### src/rtl/obstacle_scheduler_if.sv
// Bus between the menu/collision logic (master) and the obstacle scheduler (slave).
// Also carries the shared selected/play_selected lines seen by the obstacle modules.
interface obstacle_scheduler_if;
  logic        game_start;
  logic        menu_on;
  logic        game_over;
  logic [15:0] done_in;
  logic [3:0]  selected;
  logic        play_selected;
  logic [7:0]  cleared;
  logic        victory;
  logic        defeat;
  logic        timeout_pulse;
  logic        busy;

  modport master (
    output game_start, menu_on, game_over, done_in,
    input  selected, play_selected, cleared, victory, defeat, timeout_pulse, busy
  );

  modport slave (
    input  game_start, menu_on, game_over, done_in,
    output selected, play_selected, cleared, victory, defeat, timeout_pulse, busy
  );
endinterface

### src/rtl/obstacle_scheduler.sv
// Game sequencer: draws obstacle codes from an LFSR, runs each obstacle with a
// blank gap in between, counts clears and ends the game on win, collision or menu.
module obstacle_scheduler #(
  parameter int         NUM_OBSTACLES  = 4,
  parameter int         GAP_CYCLES     = 32500000,
  parameter int         ROUNDS_TO_WIN  = 8,
  parameter int         TIMEOUT_CYCLES = 390000000,
  parameter logic [7:0] LFSR_SEED      = 8'hA5
) (
  input  logic                 pclk,
  input  logic                 rst,
  obstacle_scheduler_if.slave  bus
);

  localparam logic [1:0] S_IDLE = 2'd0;
  localparam logic [1:0] S_GAP  = 2'd1;
  localparam logic [1:0] S_PLAY = 2'd2;
  localparam logic [1:0] S_END  = 2'd3;

  localparam logic [31:0] GAP_LAST = 32'(GAP_CYCLES - 1);
  localparam logic [31:0] TO_LAST  = 32'(TIMEOUT_CYCLES - 1);
  localparam logic [7:0]  WIN_CNT  = 8'(ROUNDS_TO_WIN);
  localparam logic [4:0]  NUM_CODE = 5'(NUM_OBSTACLES);

  logic [1:0]  state_q, state_d;
  logic [31:0] cnt_q, cnt_d;
  logic [7:0]  lfsr_q, lfsr_d;
  logic [3:0]  selected_q, selected_d;
  logic [3:0]  prev_q, prev_d;
  logic [7:0]  cleared_q, cleared_d;
  logic        victory_q, victory_d;
  logic        defeat_q, defeat_d;
  logic        timeout_q, timeout_d;
  logic        play_q, play_d;
  logic        busy_q, busy_d;
  logic [3:0]  draw;
  logic [7:0]  cleared_inc;
  logic        done_hit;

  // Skip the previous code so the same obstacle never runs twice in a row.
  function automatic logic [3:0] draw_code(input logic [7:0] lfsr, input logic [3:0] prev);
    logic [4:0] cand;
    cand = {1'b0, lfsr[3:0]} % NUM_CODE;
    if (cand[3:0] == prev) cand = (cand + 5'd1) % NUM_CODE;
    return cand[3:0];
  endfunction

  function automatic logic [7:0] sat_inc(input logic [7:0] v);
    return (v == 8'hFF) ? v : v + 8'd1;
  endfunction

  assign draw        = draw_code(lfsr_q, prev_q);
  assign cleared_inc = sat_inc(cleared_q);
  assign done_hit    = bus.done_in[selected_q];

  always_comb begin
    state_d    = state_q;
    cnt_d      = cnt_q;
    selected_d = selected_q;
    prev_d     = prev_q;
    cleared_d  = cleared_q;
    victory_d  = victory_q;
    defeat_d   = defeat_q;
    timeout_d  = 1'b0;
    lfsr_d     = {lfsr_q[6:0], lfsr_q[7] ^ lfsr_q[5] ^ lfsr_q[4] ^ lfsr_q[3]};
    if (bus.menu_on) begin
      state_d   = S_IDLE;
      victory_d = 1'b0;
      defeat_d  = 1'b0;
    end else begin
      case (state_q)
        S_IDLE, S_END: begin
          if (bus.game_start) begin
            state_d   = S_GAP;
            cnt_d     = '0;
            cleared_d = '0;
            victory_d = 1'b0;
            defeat_d  = 1'b0;
          end
        end
        S_GAP: begin
          if (bus.game_over) begin
            state_d  = S_END;
            defeat_d = 1'b1;
          end else if (cnt_q == GAP_LAST) begin
            state_d    = S_PLAY;
            selected_d = draw;
            prev_d     = draw;
            cnt_d      = '0;
          end else begin
            cnt_d = cnt_q + 32'd1;
          end
        end
        S_PLAY: begin
          // Collision beats completion, completion beats the watchdog.
          if (bus.game_over) begin
            state_d  = S_END;
            defeat_d = 1'b1;
          end else if (done_hit) begin
            cleared_d = cleared_inc;
            cnt_d     = '0;
            if (cleared_inc == WIN_CNT) begin
              state_d   = S_END;
              victory_d = 1'b1;
            end else begin
              state_d = S_GAP;
            end
          end else if (cnt_q == TO_LAST) begin
            state_d   = S_GAP;
            timeout_d = 1'b1;
            cnt_d     = '0;
          end else begin
            cnt_d = cnt_q + 32'd1;
          end
        end
        default: state_d = S_IDLE;
      endcase
    end
    play_d = (state_d == S_PLAY);
    busy_d = (state_d == S_GAP) || (state_d == S_PLAY);
  end

  always_ff @(posedge pclk) begin
    if (rst) begin
      state_q    <= S_IDLE;
      cnt_q      <= '0;
      lfsr_q     <= LFSR_SEED;
      selected_q <= '0;
      prev_q     <= 4'hF;
      cleared_q  <= '0;
      victory_q  <= 1'b0;
      defeat_q   <= 1'b0;
      timeout_q  <= 1'b0;
      play_q     <= 1'b0;
      busy_q     <= 1'b0;
    end else begin
      state_q    <= state_d;
      cnt_q      <= cnt_d;
      lfsr_q     <= lfsr_d;
      selected_q <= selected_d;
      prev_q     <= prev_d;
      cleared_q  <= cleared_d;
      victory_q  <= victory_d;
      defeat_q   <= defeat_d;
      timeout_q  <= timeout_d;
      play_q     <= play_d;
      busy_q     <= busy_d;
    end
  end

  assign bus.selected      = selected_q;
  assign bus.play_selected = play_q;
  assign bus.cleared       = cleared_q;
  assign bus.victory       = victory_q;
  assign bus.defeat        = defeat_q;
  assign bus.timeout_pulse = timeout_q;
  assign bus.busy          = busy_q;

endmodule

### src/flat_wrapper.sv
// flat-port wrapper written by rule: the top's interface ports become plain ports
module obstacle_scheduler_flat 
#(
  parameter int         NUM_OBSTACLES  = 4,
  parameter int         GAP_CYCLES     = 32500000,
  parameter int         ROUNDS_TO_WIN  = 8,
  parameter int         TIMEOUT_CYCLES = 390000000,
  parameter logic [7:0] LFSR_SEED      = 8'hA5
)
  (pclk, rst, bus_game_start, bus_menu_on, bus_game_over, bus_done_in, bus_selected, bus_play_selected, bus_cleared, bus_victory, bus_defeat, bus_timeout_pulse, bus_busy);
  obstacle_scheduler_if bus_i ();
  input  logic pclk;
  input  logic rst;
  input wire logic [$bits(bus_i.game_start)-1:0] bus_game_start;
  input wire logic [$bits(bus_i.menu_on)-1:0] bus_menu_on;
  input wire logic [$bits(bus_i.game_over)-1:0] bus_game_over;
  input wire logic [$bits(bus_i.done_in)-1:0] bus_done_in;
  output wire logic [$bits(bus_i.selected)-1:0] bus_selected;
  output wire logic [$bits(bus_i.play_selected)-1:0] bus_play_selected;
  output wire logic [$bits(bus_i.cleared)-1:0] bus_cleared;
  output wire logic [$bits(bus_i.victory)-1:0] bus_victory;
  output wire logic [$bits(bus_i.defeat)-1:0] bus_defeat;
  output wire logic [$bits(bus_i.timeout_pulse)-1:0] bus_timeout_pulse;
  output wire logic [$bits(bus_i.busy)-1:0] bus_busy;
  assign bus_i.game_start = bus_game_start;
  assign bus_i.menu_on = bus_menu_on;
  assign bus_i.game_over = bus_game_over;
  assign bus_i.done_in = bus_done_in;
  assign bus_selected = bus_i.selected;
  assign bus_play_selected = bus_i.play_selected;
  assign bus_cleared = bus_i.cleared;
  assign bus_victory = bus_i.victory;
  assign bus_defeat = bus_i.defeat;
  assign bus_timeout_pulse = bus_i.timeout_pulse;
  assign bus_busy = bus_i.busy;
  obstacle_scheduler #(.NUM_OBSTACLES(NUM_OBSTACLES), .GAP_CYCLES(GAP_CYCLES), .ROUNDS_TO_WIN(ROUNDS_TO_WIN), .TIMEOUT_CYCLES(TIMEOUT_CYCLES), .LFSR_SEED(LFSR_SEED)) u_core (.pclk(pclk), .rst(rst), .bus(bus_i));
endmodule
### config.mk
export PLATFORM = sky130hd
export DESIGN_NAME = obstacle_scheduler_flat
export DESIGN_NICKNAME = d
export VERILOG_FILES = /design/src/rtl/obstacle_scheduler_if.sv /design/src/rtl/obstacle_scheduler.sv /design/src/flat_wrapper.sv
export SDC_FILE = /design/constraint.sdc
export NUM_CORES = 1
export LEC_CHECK = 0
export CAP_MARGIN = 20
export CORE_MARGIN = 10
export CORE_UTILIZATION = 56
export CTS_BUF_LIST = sky130_fd_sc_hd__clkbuf_8
export DETAILED_ROUTE_END_ITERATION = 10
export MAX_ROUTING_LAYER = met4
export PLACE_DENSITY = 0.8
export RECOVER_POWER = 25
export SLEW_MARGIN = 25
export SYNTH_ARGS = -nofsm -noshare
export SYNTH_HDL_FRONTEND = slang
export SYNTH_SLANG_ARGS = --single-unit
### constraint.sdc
create_clock -name pclk -period 4.25 [get_ports pclk]
set_clock_uncertainty 0.15 [all_clocks]
set_input_delay 1.275 -clock pclk [delete_from_list [all_inputs] [get_ports pclk]]
set_output_delay 1.275 -clock pclk [all_outputs]
set_load 0.02 [all_outputs]
==> results.cfg, run 1 <==
[status]
outcome = finished, final reports clean

[clock_tree]
postCtsSetupBuffers = 0
clk_pin_slew_ns = 0.07
h-tree-depth = 3
cts-root-buf = clkbuf_8
cts_hold_buf = 0
clk_latency_ns = 0.34
cts_tree = done
cts_resized = 0
clock-sinks = 60
clock_tree.buffer_depth = 2
cts_made_buffers = 9

[sta]
hold_ws_ns = 0.266
slew_violations = 0
tns_ns = 0
finalHoldViolCount = 0
setup_viol = 0
fin_crit_sh = 0.819
period_needed_ns = 3.48
grt_setup_unrepaired = no
slew_headroom = 0.124
worst_slew_pin_slew_ns = 1.31
clock.fmax_mhz = 287

[pwr]
powerDensity_nw_per_um2 = 336
power_leakage_nw = 1.22
ir_drop_mv = 0.204

[finish]
fin_nets = 434
fillCellCount = 492
fin_area_um2 = 3660
area_growth_pct = 15.6
layout-drive-gt1-share = 0.0775
final_cell_mix = dfxtp_1, nor2_1, nand2_1
regArea_um2 = 1200
num_antenna_cells = 0
multi_input_area_um2 = 1810
layout_commonest_cell = dfxtp_1

[worst_hold_path]
whs_endpoint = u_core.lfsr_q[7]$_SDFF_PP1_
hold_class = register to register
holdPathStages = 1
hold_start = u_core.lfsr_q[6]$_SDFF_PP0_

[worst_setup_path]
slowest_delay_ns = 0.53
r2r-start = u_core.cnt_q[9]$_SDFFE_PP0P_
r2r_slack_ns = 0.91
rr_worst_depth = 7
path_cells = clkdlybuf4s50_1, mux4_2, nand2b_1, a211oi_1, buf_4, o41ai_4, buf_4, nor4_1
path_delay_family = buffers and inverters
crit_type = primary input to register
crit_buf_inv = 3
critPathSlowestCell = mux4_2
cp_max_fo = 28
worstPathRequired_ns = 4.35
worstPathArrival_ns = 3.58
start_kind = primary input
end_kind = register
r2r_end = u_core.bus.busy$_SDFF_PP0_
cpMostUsedCell = buf_4

[global_routing]
grt_pass1_vias = 2936
grt_overflow = 0
antenna_found_initial = 0
grt_pass1_wl_um = 13100
track_usage = 0.182
grt_start_max_net_pins = 30

[die]
fp-row-count = 27
core_um2 = 5510
start_util = 0.575
fp.dieArea_um2 = 9060
dieWidth_um = 95.2
fp.dieH_um = 95.2
io_pins = 38

[route]
drt-vias-per-instance = 6.20
wl_per_cell_um = 15.8
wirelength_um = 7680
ant_nets = 0
drtIter0Drc = 212
vias = 3007
drc = 0
drt_pass1_iterations = 5

[yosys]
synth_area_um2 = 3170
synthDominantCellAreaShare = 0.379
ys_types = 56
synth.avg_cell_area_um2 = 8.27
ys_ff_latch = 60
synth_top_area_cell = dfxtp_1
ys.flop_type = dfxtp_1
async_reset_ff_frac = 0
yosysSeqAreaShare = 0.379
synthCells = 383
yosys_warnings = 0
synth_edf_count = 0
synthTopCellsByArea = dfxtp_1, nor2_1, nand3_1

[job]
cap_violations = 0

[placement]
place.port_buffers = 23
place_hpwl_um = 5430
gp_congestion = 0.906
placed_area_um2 = 3450
-- metal layers --
layer  vias to the layer above  share of wire  wire length (um)  GRT usage
met3                        15          0.049               373     0.0479
met5                         -              0                 0          -
met2                        75           0.48              3700      0.288
met4                         0          0.016               121     0.0823
li1                       1467              -                 -          -
met1                      1450           0.45              3480      0.211
-- registers in the layout, summed over array words and instances, names as in the netlist --
signal and count:
u_core.bus.busy 1, u_core.bus.cleared 8, u_core.bus.defeat 1, u_core.bus.play_selected 1, u_core.bus.selected 2, u_core.bus.timeout_pulse 1, u_core.bus.victory 1, u_core.cnt_q 32
u_core.lfsr_q 8, u_core.prev_q 3, u_core.state_q 2
-- metrics by stage --
stage	power [mW]	instances	util	worst slack, ns
3_5_place_dp	0.660	469	0.627	0.395
3_3_place_gp	0.658	469	0.627	0.441
5_1_grt	1.27	485	0.664	0.658
4_1_cts	1.24	485	0.668	0.752
6_report	1.23	485	0.664	0.770
2_1_floorplan	0.637	384	-	1.13
-- report_power, final --
part | total [mW] | internal [mW] | leakage [nW] | switching [mW]
registers | 0.576 | 0.571 | 0.486 | 0.00526
logic | 0.0719 | 0.0277 | 0.631 | 0.0442
clock network | 0.580 | 0.345 | 0.105 | 0.235
-- Yosys cell counts (2+ instances only) --
library cell / n
dfxtp_1: 60
nor2_1: 35
nand2_1: 26
nand3_1: 22
o21ai_0: 22
a21oi_1: 21
inv_1: 16
nor3_1: 16
nand4_1: 15
or3_1: 15
clkbuf_1: 11
xor2_1: 11
nor2b_1: 10
and3_1: 9
a211oi_1: 8
xnor2_1: 8
nor4_1: 7
o31ai_1: 6
ha_1: 5
or4_1: 5
nand4b_1: 3
o311ai_0: 3
or2_2: 3
a221oi_1: 2
a31oi_1: 2
and4b_1: 2
buf_4: 2
buf_6: 2
mux2i_1: 2
nand2b_1: 2
nand3b_1: 2
nor4b_1: 2
o211a_1: 2
o211ai_1: 2
o311a_1: 2
or4b_2: 2
-- final cells by class --
class,instances,share of cell area
Multi-Input combinational cell,292,0.495
Tap cell,72,0.0246
Sequential cell,60,0.328
Clock inverter,6,0.0239
Clock buffer,10,0.0376
Inverter,16,0.0164
Timing Repair Buffer,29,0.0742
-- kinds of logic (layout without fill, tap and decap cells) --
kind of cell | after synthesis | in the layout | synth area share
AOI/OAI and AO/OA | 77 | 77 | 0.160
xor gates and xnor gates | 19 | 19 | 0.0526
adders and majority gates | 5 | 5 | 0.0198
buffers and inverters | 32 | 61 | 0.0451
DFF | 60 | 60 | 0.379
muxes | 3 | 3 | 0.0134
other | 1 | 2 | 0.00118
and+or+nand+nor | 186 | 186 | 0.328
-- worst max path at each step --
stage | from | cells past startpoint | endpoint
after CTS | bus_done_in[3] | 8 | u_core.cnt_q[11]$_SDFFE_PP0P_
after global placement | bus_done_in[3] | 8 | u_core.cnt_q[11]$_SDFFE_PP0P_
after global routing | bus_done_in[2] | 8 | u_core.cnt_q[11]$_SDFFE_PP0P_
after floorplan | bus_done_in[3] | 5 | u_core.cnt_q[11]$_SDFFE_PP0P_
after detailed placement | bus_done_in[3] | 8 | u_core.cnt_q[11]$_SDFFE_PP0P_
final | bus_done_in[2] | 8 | u_core.cnt_q[11]$_SDFFE_PP0P_
No activity file was read; power rests on OpenSTA's default activity.
==> run 2: changes to the inputs <==
==> constraint.sdc (replaced) <==
create_clock -name pclk -period 3.45 [get_ports pclk]
set_clock_uncertainty 0.15 [all_clocks]
set_input_delay 1.035 -clock pclk [delete_from_list [all_inputs] [get_ports pclk]]
set_output_delay 1.035 -clock pclk [all_outputs]
set_load 0.02 [all_outputs]
==> run 2 against run 1 <==
Against the previous run: die area did not move; global-route usage barely moved; power rose by 26%; largest cell class unchanged; critical path depth did not move; critical endpoint is now u_core.bus.busy$_SDFF_PP0_; sequential share of layout area fell by 0.75 points; highest routed layer unchanged; sequential cell count did not move.
==> results.cfg, run 2 (synthesis results as in run 1) <==
[clock_tree]
cts_tree = done
clk_pin_slew_ns = 0.07
clock-sinks = 60
cts-root-buf = clkbuf_8
cts_resized = 0
h-tree-depth = 3
cts_hold_buf = 0
clk_latency_ns = 0.35
clock_tree.buffer_depth = 2
postCtsSetupBuffers = 0
cts_made_buffers = 9

[route]
wirelength_um = 7600
ant_nets = 0
drc = 0
vias = 2993
drtIter0Drc = 121
wl_per_cell_um = 15.4
drt_pass1_iterations = 4
drt-vias-per-instance = 6.07

[finish]
layout-drive-gt1-share = 0.0974
layout_commonest_cell = dfxtp_1
fin_nets = 442
largest_reg_flops = 32
num_antenna_cells = 0
top_register = u_core.cnt_q
final_cell_mix = dfxtp_1, nor2_1, nand2_1
area_growth_pct = 18.3
fin_util = 0.680

[worst_setup_path]
critPathSlowestCell = or4b_2
slowest_delay_ns = 0.68
start_kind = register
end_kind = register
cp_max_fo = 4
path_cells = or4b_2, nor4_1, buf_4, or4b_2, a221oi_1, or3_1, ha_1, nor2_1
cpMostUsedCell = or4b_2
worstPathRequired_ns = 3.57
worstPathArrival_ns = 3.36
crit_type = register to register
r2r-start = u_core.cnt_q[9]$_SDFFE_PP0P_
crit_start = u_core.cnt_q[9]$_SDFFE_PP0P_

[status]
outcome = finished, final reports clean

[global_routing]
grt_overflow = 0
grtUsageMet1 = 0.221
grt_start_max_net_pins = 30
grt.busiest_layer = met2
met2_usage = 0.280
antenna_found_initial = 0
grt.met3_usage = 0.0432
grt_pass1_vias = 2815
grt_pass1_wl_um = 12900
track_usage = 0.182

[die]
fp-row-count = 27
core_um2 = 5510
io_pins = 38
start_util = 0.575
fp.dieH_um = 95.2
fp.dieArea_um2 = 9060
dieWidth_um = 95.2

[sta]
period_needed_ns = 3.24
finalHoldViolCount = 0
fin_crit_sh = 0.938
setup_viol = 0
grt_setup_unrepaired = no
slew_violations = 0
slew_headroom = 0.174
worst_slew_pin_slew_ns = 1.24
clock.fmax_mhz = 309

[worst_hold_path]
hold_class = register to register
hold_start = u_core.lfsr_q[6]$_SDFF_PP0_

[placement]
gp_congestion = 0.899
place.port_buffers = 23
place_hpwl_um = 5290

[pwr]
powerDensity_nw_per_um2 = 412
power_leakage_nw = 1.30
p_total_mw = 1.54
ir_drop_mv = 0.276

[job]
cap_violations = 0
## run 2: cell count changes in the layout (fill, tap and decap cells not counted)
cell,previous run,this run
buf_4,5,13
clkinvlp_4,3,0
clkbuf_8,10,12
clkdlybuf4s50_1,16,15
clkinv_2,1,2
dlygate4sd3_1,7,8
nor4_1,8,7
nor4_4,0,1
## run 2: final timing paths
check	cells after the start	end	slack [ns]
worst max register to register	8	u_core.bus.busy$_SDFF_PP0_	0.21
worst min register to register	1	u_core.lfsr_q[7]$_SDFF_PP1_	0.27
worst min-delay path	1	u_core.lfsr_q[7]$_SDFF_PP1_	0.27
worst max-delay path	8	u_core.bus.busy$_SDFF_PP0_	0.21
## run 2: metrics by stage
stage | instance area (um2) | setup TNS [ns] | setup WS [ns] | std cells | hold slack, ns
2_1_floorplan | 3170 | 0 | 0.551 | 384 | 0.239
3_3_place_gp | 3510 | 0 | 0.0324 | 477 | 0.245
3_5_place_dp | 3510 | -0.224 | -0.0259 | 477 | 0.252
4_1_cts | 3750 | 0 | 0.241 | 493 | 0.270
5_1_grt | 3740 | 0 | 0.0898 | 493 | 0.287
6_report | 3740 | 0 | 0.215 | 493 | 0.267
## run 2: area by class of cell
cell class / count / area (um2)
clock buffer: 12 / 165
clock inverter: 4 / 70.1
fill: 448 / 1760
inverter: 16 / 60.1
multi-input combinational: 292 / 1830
sequential: 60 / 1200
tap: 72 / 90.1
timing repair buffer: 37 / 332
## run 2: metal layers
| metal | vias up | wire, um |
|---|---|---|
| li1 | 1479 | - |
| met1 | 1408 | 3460 |
| met2 | 93 | 3600 |
| met3 | 13 | 398 |
| met4 | 0 | 139 |
| met5 | - | 0 |
## run 2: worst max-delay path: cells and delay by family (launching register included)
family	cells	cell delay, ns
simple gates	5	1.86
flops	1	0.34
compound gates	1	0.41
fa+ha+maj	1	0.22
buf+inv	1	0.17
## run 2: where the power goes
part / internal, mW / switching (mW)
registers: 0.703 / 0.00596
logic: 0.0378 / 0.0546
clock network: 0.463 / 0.279
total: 1.20 / 0.340
